===== config.mk =====
export PLATFORM = sky130hd
export DESIGN_NAME = regs_mp
export DESIGN_NICKNAME = d
export VERILOG_FILES = /design/src/rtl/regs_mp_pkg.sv /design/src/rtl/regs_mp_rdport.sv /design/src/rtl/regs_mp.sv
export SDC_FILE = /design/constraint.sdc
export NUM_CORES = 1
export LEC_CHECK = 0
export CORE_MARGIN = 1
export CORE_UTILIZATION = 28
export CTS_BUF_LIST = sky130_fd_sc_hd__clkbuf_2 sky130_fd_sc_hd__clkbuf_4 sky130_fd_sc_hd__clkbuf_8
export DETAILED_ROUTE_END_ITERATION = 10
export PLACE_DENSITY = 0.38
export SYNTH_ARGS = -nofsm -noshare
export SYNTH_HDL_FRONTEND = slang
export SYNTH_HIERARCHICAL = 1
export SYNTH_SLANG_ARGS = --single-unit

===== constraint.sdc =====
create_clock -name clk_i -period 4.2 [get_ports clk_i]
set_clock_uncertainty 0.15 [all_clocks]
set_input_delay 0.42 -clock clk_i [delete_from_list [all_inputs] [get_ports clk_i]]
set_output_delay 0.42 -clock clk_i [all_outputs]
set_load 0.01 [all_outputs]

===== src/rtl/regs_mp_pkg.sv =====
// Shared definitions for the multi-port register file.
//   state_t    : sweep/run FSM encoding used by regs_mp
//   DEF_*      : default parameter values for regs_mp and regs_mp_rdport
package regs_mp_pkg;

    typedef enum logic {
        CLEAR = 1'b0,
        RUN   = 1'b1
    } state_t;

    localparam int DEF_DATA_W   = 32;
    localparam int DEF_ADDR_W   = 5;
    localparam int DEF_NUM_RD   = 2;
    localparam int DEF_ZERO_REG = 1;
    localparam int DEF_BYPASS   = 1;

endpackage


===== src/rtl/regs_mp_rdport.sv =====
// One registered read lane of the register file.
//   clk    : clock, rising edge
//   flush  : forces the lane output to zero (reset or clear sweep in progress)
//   raddr  : read address for this lane
//   entry  : current storage contents at raddr (combinational from the array)
//   wen    : qualified write enable of the file this cycle
//   waddr  : write address
//   wdata  : write data
//   rdata  : registered read data, one cycle after raddr is presented
module regs_mp_rdport
    import regs_mp_pkg::*;
#(
    parameter int DATA_W   = DEF_DATA_W,
    parameter int ADDR_W   = DEF_ADDR_W,
    parameter int ZERO_REG = DEF_ZERO_REG,
    parameter int BYPASS   = DEF_BYPASS
) (
    input  logic              clk,
    input  logic              flush,
    input  logic [ADDR_W-1:0] raddr,
    input  logic [DATA_W-1:0] entry,
    input  logic              wen,
    input  logic [ADDR_W-1:0] waddr,
    input  logic [DATA_W-1:0] wdata,
    output logic [DATA_W-1:0] rdata
);

    logic zero_hit;
    logic fwd_hit;

    // wen is already suppressed for address 0 when it is hardwired, so the
    // forward path can never deliver data for entry 0 in that configuration.
    assign zero_hit = (ZERO_REG != 0) && (raddr == '0);
    assign fwd_hit  = (BYPASS != 0) && wen && (waddr == raddr);

    // Output register: read data leaves here one cycle after the address
    always_ff @(posedge clk) begin
        if (flush)
            rdata <= '0;
        else if (zero_hit)
            rdata <= '0;
        else if (fwd_hit)
            rdata <= wdata;
        else
            rdata <= entry;
    end

endmodule


===== src/rtl/regs_mp.sv =====
// Multi-read-port register file with a post-reset clearing sweep.
//   clk_i   : clock, rising edge
//   rst_i   : synchronous active-high reset; restarts the clearing sweep
//   raddr_i : NUM_RD packed read addresses, lane k at [k*ADDR_W +: ADDR_W]
//   rdata_o : NUM_RD packed registered read data, lane k at [k*DATA_W +: DATA_W]
//   write_i : write request (ignored until ready_o)
//   waddr_i : write address
//   wdata_i : write data
//   ready_o : high once every entry has been cleared after reset
module regs_mp
    import regs_mp_pkg::*;
#(
    parameter int DATA_W   = DEF_DATA_W,
    parameter int ADDR_W   = DEF_ADDR_W,
    parameter int NUM_RD   = DEF_NUM_RD,
    parameter int ZERO_REG = DEF_ZERO_REG,
    parameter int BYPASS   = DEF_BYPASS
) (
    input  logic                     clk_i,
    input  logic                     rst_i,
    input  logic [NUM_RD*ADDR_W-1:0] raddr_i,
    output logic [NUM_RD*DATA_W-1:0] rdata_o,
    input  logic                     write_i,
    input  logic [ADDR_W-1:0]        waddr_i,
    input  logic [DATA_W-1:0]        wdata_i,
    output logic                     ready_o
);

    localparam int DEPTH = 2 ** ADDR_W;

    state_t            state, state_next;
    logic [ADDR_W-1:0] clr_idx, clr_idx_next;
    logic [DATA_W-1:0] mem [DEPTH];
    logic              run;
    logic              wen;

    always_ff @(posedge clk_i) begin
        if (rst_i) begin
            state   <= CLEAR;
            clr_idx <= '0;
        end else begin
            state   <= state_next;
            clr_idx <= clr_idx_next;
        end
    end

    always_comb begin
        state_next   = state;
        clr_idx_next = clr_idx;
        case (state)
            CLEAR: begin
                clr_idx_next = clr_idx + 1'b1;
                if (clr_idx == ADDR_W'(DEPTH - 1))
                    state_next = RUN;
            end
            RUN: begin
                clr_idx_next = '0;
            end
            default: begin
                state_next = CLEAR;
            end
        endcase
    end

    assign ready_o = (state == RUN);
    assign run     = (state == RUN) && !rst_i;
    assign wen     = run && write_i && !((ZERO_REG != 0) && (waddr_i == '0));

    // Test backdoor: the task flips bd_seq; the storage process notices the
    // change and performs the write at the next edge, so the array keeps a
    // single writing process.
    logic [ADDR_W-1:0] bd_addr;
    logic [DATA_W-1:0] bd_data;
    logic              bd_seq  = 1'b0;
    logic              bd_seen = 1'b0;

    task backdoor_write(input logic [ADDR_W-1:0] addr, input logic [DATA_W-1:0] data);
        bd_addr = addr;
        bd_data = data;
        bd_seq  = ~bd_seq;
    endtask

    always_ff @(posedge clk_i) begin
        if (!rst_i && state == CLEAR)
            mem[clr_idx] <= '0;
        else if (wen)
            mem[waddr_i] <= wdata_i;
        if (bd_seq != bd_seen)
            mem[bd_addr] <= bd_data;
        bd_seen <= bd_seq;
    end

    for (genvar k = 0; k < NUM_RD; k++) begin : g_rd
        logic [ADDR_W-1:0] raddr;
        assign raddr = raddr_i[k*ADDR_W +: ADDR_W];

        regs_mp_rdport #(
            .DATA_W  (DATA_W),
            .ADDR_W  (ADDR_W),
            .ZERO_REG(ZERO_REG),
            .BYPASS  (BYPASS)
        ) u_rdport (
            .clk  (clk_i),
            .flush(!run),
            .raddr(raddr),
            .entry(mem[raddr]),
            .wen  (wen),
            .waddr(waddr_i),
            .wdata(wdata_i),
            .rdata(rdata_o[k*DATA_W +: DATA_W])
        );
    end

endmodule


==> results.md <==
* Status: finished, final reports clean
* VDD IR max at 0.0003241 V
* Slowest cell on crit path: clkdlybuf4s50_1
* Detailed Route Iter0 Violations at 2527
* Post-CTS setup buffer count at 0
* IO Port Bufs at 114
* Sequential share of the synthesized area at 0.6181
* Dominant synthesized flop cell: edfxtp_1
* Buf/Inv on CP at 4
* Hold-fix buffers at CTS at 24
* Worst-skew pair later-pin latency at 930 ps
* Max transition margin at 0.2929
* Static leakage at 23.86 nW
* HPWL after DPL at 116600 um
* Worst path max stage delay at 580 ps
* First-pass GRT wire length at 282900 um
* Avg Cell Area, Syn at 13.75 um2
* Post-Synthesis Net Count at 3835
* NumNets Final at 4087
* Min-delay worst type: primary input to register
* Setup TNS at 0 ps
* Crit path to: g_rd[0].u_rdport/rdata[15]$_SDFF_PP0_
* Clk buf depth at 3
* RSZ-0062 raised after global routing: false
* DR WL/cell at 30.54 um
* Area growth, synth to finish at 18.15%
* Post-synth ARST share at 0
* Total GRT Usage at 0.2141
* Fin. Hold Viols at 0
* CP cell instances: dlygate4sd3_1 > clkdlybuf4s50_1 > nand3b_2 > a21oi_4 > buf_4 > and2_2 > and2_2 > buf_12 > o21ai_0
* Placer Congestion at 0.7722
* Crit path max-delay family: buffers and inverters
* Total Wirelength at 203400 um
* Clock sink total at 1094
* Share of the synthesized area in the top cell type at 0.5912
* Ranking of synthesized cells by area: edfxtp_1 59%, mux2i_1 20%, a22oi_1 2.8%, dfxtp_1 2.7%, a22o_1 2.2%
* CP max FO at 32
* Largest net degree at the start of global routing at 74
* Die X-Extent at 433.0 um
* Full die area at 187500 um2
* FF-to-FF path depth at 7
* Endpoint class of the critical path: register
* Post_cts resized at 0
* Busiest grt layer: met2
* WHS at 109.2 ps
* GR Overflow Total at 0
* Antenna Nets Post-Route at 0
* Commonest cells after routing, fill and taps aside: 1025 x mux2i_1, 1024 x edfxtp_1, 261 x nand2_1
* Setup violators final at 0
* Max-cap violation count at 0
* Dpl cell area at 57340 um2
* Reg-to-reg endpoint: g_rd[0].u_rdport/rdata[15]$_SDFF_PP0_
* Final period util at 0.7873
* Synth Cell Area at 52010 um2
* Number of stages on the worst setup path at 9
* CTS Buf Count at 198
* DR DRC count at 0
* Fin util at 0.3342
* CP startpoint: rst_i
* Clock root cell: clkbuf_8
* Critical path type: primary input to register
* Synth Warn # at 43
* Setup crit start kind: primary input
* Max Slew Vio Count at 0
* Io pins at 115
* Worst-Margin Slew at 1061 ps
* Worst r2r src: ready_o$_SDFF_PP0_
* WP data arrival at 3950 ps
* Cells after Synth at 3783
* Req. time, crit path at 4850 ps
* Via density at 5.227
* Core ar. at 183900 um2
* #FFs+latches synth at 1094
* Maximum clock frequency at 302.4 MHz
* Commonest non-fill, non-tap cell in the layout: mux2i_1
* Initial antenna violation count at 6
* Via count at 34810
* Share of layout cells above drive strength 1 at 0.1381
* Area leader, netlist: edfxtp_1
* Clk pin slew, worst setup/hold paths at 60 ps
* P per Cell Area at 388.3 nW/um2
* Initial Utilization at 0.2829
* CP dominant cell by count: and2_2
* # rows at 157
* H-tree level count at 4
* R2R setup slack at 1120 ps
* Die Y at 433.0 um
* Number of global-route vias before repair at 36660
* Final instance area at 61460 um2
* CTS tree: built
* Post-synth EDFFs at 1024
* Pre-Repair DR Iteration Count at 5
* Minimum clock period at 3307 ps
* Synth cell types at 44
* Met2 Track Usage GR at 0.3553
* GR Util met3 at 0.03131
* M1 GR Usage at 0.2823
==> routing by layer <==
metal,vias up,share of wire,routed length [um]
met5,-,0,0
met4,0,0.034,6953
met3,347,0.041,8370
met2,954,0.48,96980
met1,18180,0.45,91120
li1,15340,-,-
==> cells in the mapped netlist, types with 2 or more instances <==
library cell,n
mux2i_1,1025
nand3_1,195
clkbuf_1,93
a31oi_1,64
a22oi_2,2
nor3_1,72
clkbuf_4,4
a31oi_2,2
or2_2,3
dfxtp_1,70
o21ai_0,46
a21oi_2,4
nand4_1,64
xnor2_1,4
buf_4,53
and3_1,2
nor2_1,45
buf_1,13
buf_6,45
and2_1,40
a21oi_1,192
o21ai_1,20
nand2_1,263
nor4_4,2
inv_1,3
ha_1,2
a22o_1,128
edfxtp_1,1024
nand2b_1,6
buf_2,81
xor2_1,8
nor2b_1,4
a22oi_1,192
o41ai_1,2
==> worst min path at each step <==
stage | start | to | slack, ps | depth (start not counted)
2_1_floorplan | rst_i | ready_o$_SDFF_PP0_ | 340 | 1
6_report | wdata_i[28] | g_rd[1].u_rdport/rdata[28]$_SDFF_PP0_ | 110 | 3
5_1_grt | wdata_i[30] | g_rd[1].u_rdport/rdata[30]$_SDFF_PP0_ | 70 | 3
3_5_place_dp | clr_idx[0]$_SDFF_PN0_ | clr_idx[0]$_SDFF_PN0_ | 440 | 1
4_1_cts | wdata_i[8] | g_rd[0].u_rdport/rdata[8]$_SDFF_PP0_ | 0.6 | 3
3_3_place_gp | clr_idx[0]$_SDFF_PN0_ | clr_idx[0]$_SDFF_PN0_ | 460 | 1
==> through the flow <==
step	total power, mW	instances	setup slack [ps]
floorplan	13.20	3783	954.5
detailed placement	13.98	6275	555.6
global placement	13.99	6275	588.9
CTS	24.18	6657	1052
finish	23.86	6660	893.4
global route	24.69	6660	833.2
==> cell type report <==
class	count	area, um2
multi-input combinational	2397	18480
clock buffer	277	3393
tap	2464	3083
fill	18120	122400
clock inverter	81	474.2
inverter	3	11.26
timing repair buffer	341	3854
antenna	3	7.507
sequential	1094	32150
==> cells by family after synthesis <==
kind of cell,count (synthesis),synth area share
and+or+nand+nor,700,0.06372
buffers and inverters,292,0.03363
muxes,1025,0.1972
DFF,1094,0.6181
AOI/OAI and AO/OA,658,0.08479
xor gates and xnor gates,12,0.002021
adders and majority gates,2,0.0004810
==> power by group <==
| part | internal [mW] | switching, mW | leakage [nW] |
|---|---|---|---|
| registers | 11.8 | 0.0267 | 11.7 |
| logic | 0.694 | 1.24 | 10.1 |
| clock network | 5.42 | 4.66 | 2.04 |
==> worst reg2reg max path: stages, from the launching register on <==
cell and delay (ps):
dfxtp_1 540, nand3b_2 250, a21oi_4 330, buf_4 560, and2_2 330, and2_2 370, buf_12 260, o21ai_0 170
==> flip-flops by register name, indices dropped and copies added, names as in the netlist <==
signal,flops
clr_idx,5
ready_o,1
mem,1024
g_rd.u_rdport/rdata,64
Note: power is estimated with default switching activity, not from simulation.
